## src/rtl/spi_pkg.sv

```systemverilog
// Shared types and constants for the SPI master and its divider sub-block.
package spi_pkg;

  localparam int SPI_WIDTH = 8;

  typedef enum logic [1:0] {
    IDLE        = 2'd0,
    FIRST_HALF  = 2'd1,
    SECOND_HALF = 2'd2
  } spi_state_t;

  // {CPOL, CPHA}
  localparam logic [1:0] SPI_MODE0 = 2'b00;
  localparam logic [1:0] SPI_MODE1 = 2'b01;
  localparam logic [1:0] SPI_MODE2 = 2'b10;
  localparam logic [1:0] SPI_MODE3 = 2'b11;

endpackage

```

## src/rtl/spi_half_tick.sv

```systemverilog
// SCLK half-period divider: counts 0..CLK_DIV-1 while enabled and flags the last cycle.
module spi_half_tick
  import spi_pkg::*;
#(
  parameter int CLK_DIV = 50
) (
  input  logic clk,
  input  logic reset,
  input  logic clear,
  input  logic enable,
  output logic half_end
);

  localparam int CW = (CLK_DIV > 1) ? $clog2(CLK_DIV) : 1;
  localparam logic [CW-1:0] LAST = CW'(CLK_DIV - 1);

  logic [CW-1:0] count;

  always_ff @(posedge clk or posedge reset) begin
    if (reset) begin
      count <= '0;
    end else if (clear) begin
      count <= '0;
    end else if (enable) begin
      if (count == LAST) count <= '0;
      else               count <= count + 1'b1;
    end
  end

  assign half_end = enable && !clear && (count == LAST);

endmodule

```

## src/rtl/spi_master.sv

```systemverilog
// Byte-wide SPI master: MSB-first transmit on mosi, miso captured into rx_data at transfer end.
//
// state       | meaning
// ------------+---------------------------------------------------------
// IDLE        | ready, sclk parked at CPOL, waiting for start
// FIRST_HALF  | first SCLK half of a bit; miso sampled on its last cycle
// SECOND_HALF | second SCLK half; advance to next bit or finish the byte
module spi_master
  import spi_pkg::*;
#(
  parameter int   CLK_DIV = 50,
  parameter logic CPOL    = 1'b0,
  parameter logic CPHA    = 1'b0
) (
  input  logic                 clk,
  input  logic                 reset,
  input  logic                 start,
  input  logic [SPI_WIDTH-1:0] tx_data,
  input  logic                 miso,
  output logic                 sclk,
  output logic                 mosi,
  output logic [SPI_WIDTH-1:0] rx_data,
  output logic                 ready,
  output logic                 done
);

  localparam int BW = $clog2(SPI_WIDTH);
  localparam logic [BW-1:0] BIT_MAX = BW'(SPI_WIDTH - 1);
  localparam logic FH_LVL = CPOL ^ CPHA;
  localparam logic SH_LVL = ~(CPOL ^ CPHA);

  spi_state_t state, state_next;

  logic                 half_end;
  logic                 accept, capture, advance, finish;
  logic [BW-1:0]        bit_cnt;
  logic [SPI_WIDTH-2:0] tx_shift;  // bits still to send after the one on mosi
  logic [SPI_WIDTH-1:0] rx_shift;

  spi_half_tick #(.CLK_DIV(CLK_DIV)) u_half_tick (
    .clk      (clk),
    .reset    (reset),
    .clear    (accept),
    .enable   (state != IDLE),
    .half_end (half_end)
  );

  always_ff @(posedge clk or posedge reset) begin
    if (reset) state <= IDLE;
    else       state <= state_next;
  end

  always_comb begin
    state_next = state;
    accept     = 1'b0;
    capture    = 1'b0;
    advance    = 1'b0;
    finish     = 1'b0;
    case (state)
      IDLE: begin
        if (start) begin
          accept     = 1'b1;
          state_next = FIRST_HALF;
        end
      end
      FIRST_HALF: begin
        if (half_end) begin
          capture    = 1'b1;
          state_next = SECOND_HALF;
        end
      end
      SECOND_HALF: begin
        if (half_end) begin
          if (bit_cnt != '0) begin
            advance    = 1'b1;
            state_next = FIRST_HALF;
          end else begin
            finish     = 1'b1;
            state_next = IDLE;
          end
        end
      end
      default: state_next = IDLE;
    endcase
  end

  assign ready = (state == IDLE);

  always_ff @(posedge clk or posedge reset) begin
    if (reset) begin
      tx_shift <= '0;
      rx_shift <= '0;
      bit_cnt  <= '0;
      sclk     <= CPOL;
      mosi     <= 1'b0;
      rx_data  <= '0;
      done     <= 1'b0;
    end else begin
      done <= finish;
      if (accept) begin
        tx_shift <= tx_data[SPI_WIDTH-2:0];
        bit_cnt  <= BIT_MAX;
        sclk     <= FH_LVL;
        mosi     <= tx_data[SPI_WIDTH-1];
      end
      if (capture) begin
        rx_shift <= {rx_shift[SPI_WIDTH-2:0], miso};
        sclk     <= SH_LVL;
      end
      if (advance) begin
        tx_shift <= {tx_shift[SPI_WIDTH-3:0], 1'b0};
        bit_cnt  <= bit_cnt - 1'b1;
        sclk     <= FH_LVL;
        mosi     <= tx_shift[SPI_WIDTH-2];
      end
      if (finish) begin
        rx_data <= rx_shift;
        sclk    <= CPOL;
      end
    end
  end

endmodule

```

## config.mk

```make
export PLATFORM = sky130hd
export DESIGN_NAME = spi_master
export DESIGN_NICKNAME = d
export VERILOG_FILES = /design/src/rtl/spi_pkg.sv /design/src/rtl/spi_half_tick.sv /design/src/rtl/spi_master.sv
export SDC_FILE = /design/constraint.sdc
export NUM_CORES = 1
export LEC_CHECK = 0
export CAP_MARGIN = 40
export CORE_MARGIN = 4
export CORE_UTILIZATION = 60
export DETAILED_ROUTE_END_ITERATION = 7
export DONT_BUFFER_PORTS = 1
export PLACE_DENSITY = 0.76
export SETUP_SLACK_MARGIN = 0.05
export SYNTH_ARGS = -nofsm -noshare
export SYNTH_HDL_FRONTEND = slang
export SYNTH_SLANG_ARGS = --single-unit
```

## constraint.sdc

```tcl
create_clock -name clk -period 2.3 [get_ports clk]
set_input_delay 0.345 -clock clk [delete_from_list [all_inputs] [get_ports clk]]
set_output_delay 0.345 -clock clk [all_outputs]
set_load 0.02 [all_outputs]
```

==> metrics.md <==
| Metric | Value |
|---|---|
| Status | `complete, no violations` |
| Post-CTS Resized | `0` |
| Post-CTS setup buffers | `0` |
| Most frequent cells in the layout | `37 x dfrtp_1, 23 x mux2_2` |
| Register area share after synthesis | `0.5267` |
| Fraction of layout cells with a size suffix above 1 | `0.3478` |
| TritonCTS Sinks | `37` |
| CTS max path bufs | `2` |
| Synth Instances | `131` |
| Critical Setup Path Class | `reg2reg` |
| Syn Nets | `147` |
| Cell Rows | `19` |
| Clk pin slew, worst setup/hold paths | `0.11 ns` |
| Post-route insts no fill | `169` |
| Cell Chain, Critical Path | `inv_1 -> ha_1 -> ha_1 -> or2b_1 -> or4_4 -> mux2_4` |
| Placement Cell Area | `1800 um^2` |
| Critical Path AT | `2.30 ns` |
| Die Y | `62.13 um` |
| Synth async-reset ratio | `1.000` |
| Total gr overflow | `0` |
| DRC Markers | `0` |
| Crit path max-delay cell type | `or4_4` |
| Die area | `3860 um^2` |
| First-pass GRT wire length | `5.464 mm` |
| Relative slew slack | `0.4953` |
| Area grow syn2layout | `7.473%` |
| Worst r2r src | `bit_cnt[0]$_DFFE_PP0P_` |
| Initial antenna violation count | `0` |
| CTS buffer count | `5` |
| Sequential cell area | `925.9 um^2` |
| Vias in the first global route | `1,189` |
| Final setup viols | `0` |
| Pwr dens | `1025 nW/um^2` |
| Hold Crit Class | `in2async` |
| Leakage dissipation | `0.9430 nW` |
| Worst-Skew Late Latency | `0.34 ns` |
| Drt via density | `6.160` |
| Worst-path maximum fanout | `10` |
| Crit share post-route | `0.8990` |
| Slew @ Worst Pin | `0.7542 ns` |
| Unrepaired setup endpoints after global routing | `false` |
| Starting density of the core | `0.6320` |
| Die X | `62.13 um` |
| CP Launch Type | `flop` |
| Commonest non-fill, non-tap cell in the layout | `dfrtp_1` |
| DPL Wire Length | `2.091 mm` |
| Crit. End Element | `flop` |
| # fillers | `216` |
| Nets | `153` |
| Boundary Pins | `24` |
| CP max stage delay | `0.54 ns` |
| GP Congestion | `0.8144` |
| Cts hold-fix bufs | `0` |
| Final Hold Violating Endpoints | `0` |
| Htree depth | `2` |
| Setup TNS | `0 ns` |
| Prevailing post-synth register cell | `dfrtp_1` |
| YS warnings | `0` |
| DR pass1 iterations | `4` |
| Mapped Area | `1758 um^2` |
| Final WL | `2.884 mm` |
| Violation count after the first detailed-route iteration | `78` |
| Max Fclk | `0.4836 GHz` |
| CP startpoint | `bit_cnt[0]$_DFFE_PP0P_` |
| Final total power | `1.937 mW` |
| CP required | `2.53 ns` |
| Clock Skews | `0.003658 ns` |
| Mapped Avg Cell Area | `13.42 um^2` |
| Min cycle time layout | `2.068 ns` |
| Root buffer cell | `clkbuf_4` |
| Seq cells post-synth | `37` |
| Routed via count | `1,041` |
| Hold_ws | `0.005649 ns` |
| Area of the multi-input gates | `767.0 um^2` |
| CTS tree | `done` |
| Final Cell Area | `1889 um^2` |
| Cell mode on critical path | `ha_1` |
| PortBufs | `0` |
| Number of synthesized flops with an enable pin | `0` |
| Core Region | `2781 um^2` |
| Count of unique library cells instantiated by Yosys | `34` |
| Antenna Nets Post-Route | `0` |
| Avg WL per Cell | `17.07 um` |
| Antenna Cells | `0` |
| GRT Util Overall | `0.1732` |
| Max Transition Viols Final | `0` |
| Cells after DPL | `161` |
| Max_cap viols | `0` |
| Largest net degree at the start of global routing | `21` |
| Worst vdd ir | `0.7224 mV` |
layer usage:
layer  routed length (um)  vias up  track usage  part of all wire
met5                    0        -            0                 0
met4                   65        0      0.08672             0.023
met3                  138        9      0.05225             0.048
met2                 1484       21       0.2837              0.51
met1                 1195      531       0.2040              0.41
li1                     -      480            -                 -
final timing paths:
| check | endpoint | slack [ns] | depth (start not counted) |
|---|---|---|---|
| min in group clk | rx_shift[0]$_DFFE_PP0P_ | 0.15 | 1 |
| setup reg to reg | tx_shift[2]$_DFFE_PP0P_ | 0.23 | 6 |
| hold / removal | tx_shift[1]$_DFFE_PP0P_ | 0.006 | 1 |
| hold reg to reg | bit_cnt[0]$_DFFE_PP0P_ | 0.49 | 1 |
| max in group asynchronous | state[0]$_DFFE_PP0P_ | 1.74 | 2 |
| setup / recovery | tx_shift[2]$_DFFE_PP0P_ | 0.23 | 6 |
registers in the layout (all words and copies together), names as in the netlist:
| signal | flops |
|---|---|
| rx_data | 8 |
| rx_shift | 8 |
| bit_cnt | 3 |
| tx_shift | 7 |
| state | 2 |
| done | 1 |
| sclk | 1 |
| mosi | 1 |
| u_half_tick.count | 6 |
critical path: cells and delay by family (launching register included):
kind                     cells  cell delay (ns)
buffers and inverters        1             0.05
multiplexers                 1             0.34
flip-flops                   1             0.38
AND/OR/NAND/NOR              2             0.79
adder cells (fa/ha/maj)      2             0.40
power by group:
| group | leakage [nW] | switching, mW | total, mW | internal, mW |
|---|---|---|---|---|
| Clock | 0.0445 | 0.217 | 0.476 | 0.258 |
| Sequential | 0.472 | 0.195 | 0.986 | 0.791 |
| Combinational | 0.427 | 0.186 | 0.475 | 0.288 |
| Total | 0.943 | 0.599 | 1.94 | 1.34 |
logic make-up after synthesis:
logic type / after synthesis / share of synthesized area
AO/OA/AOI/OAI: 14 / 0.05836
XOR/XNOR: 1 / 0.004983
adder cells (fa/ha/maj): 4 / 0.02847
buffers and inverters: 12 / 0.03701
flip-flops: 37 / 0.5267
multiplexers: 34 / 0.2299
AND/OR/NAND/NOR: 29 / 0.1146
Yosys cell counts (2+ instances only):
cell type,instances,share of area
ha_1,4,0.028
mux2_4,7,0.060
nand3_1,3,0.0085
mux2_2,23,0.15
inv_1,7,0.015
mux2i_1,4,0.023
dfrtp_1,37,0.53
buf_6,2,0.013
a311o_1,2,0.011
o211ai_1,2,0.0085
o21ai_0,4,0.011
nand2_1,7,0.015
nor2_1,7,0.015
o21bai_1,2,0.0085
per-stage QoR:
stage	setup WS, ns	util
2_1_floorplan	0.3510	-
3_3_place_gp	0.3373	0.6473
3_5_place_dp	0.2476	0.6473
4_1_cts	0.2265	0.6793
6_report	0.2323	0.6793
5_1_grt	0.1629	0.6793
cell type report:
type	count	share of cell area
multi-input combinational	82	0.4060
tap	31	0.02053
timing repair buffer	4	0.02252
inverter	7	0.01391
clock inverter	2	0.01987
sequential	37	0.4901
clock buffer	6	0.02715
No activity file was read; power rests on OpenSTA's default activity.
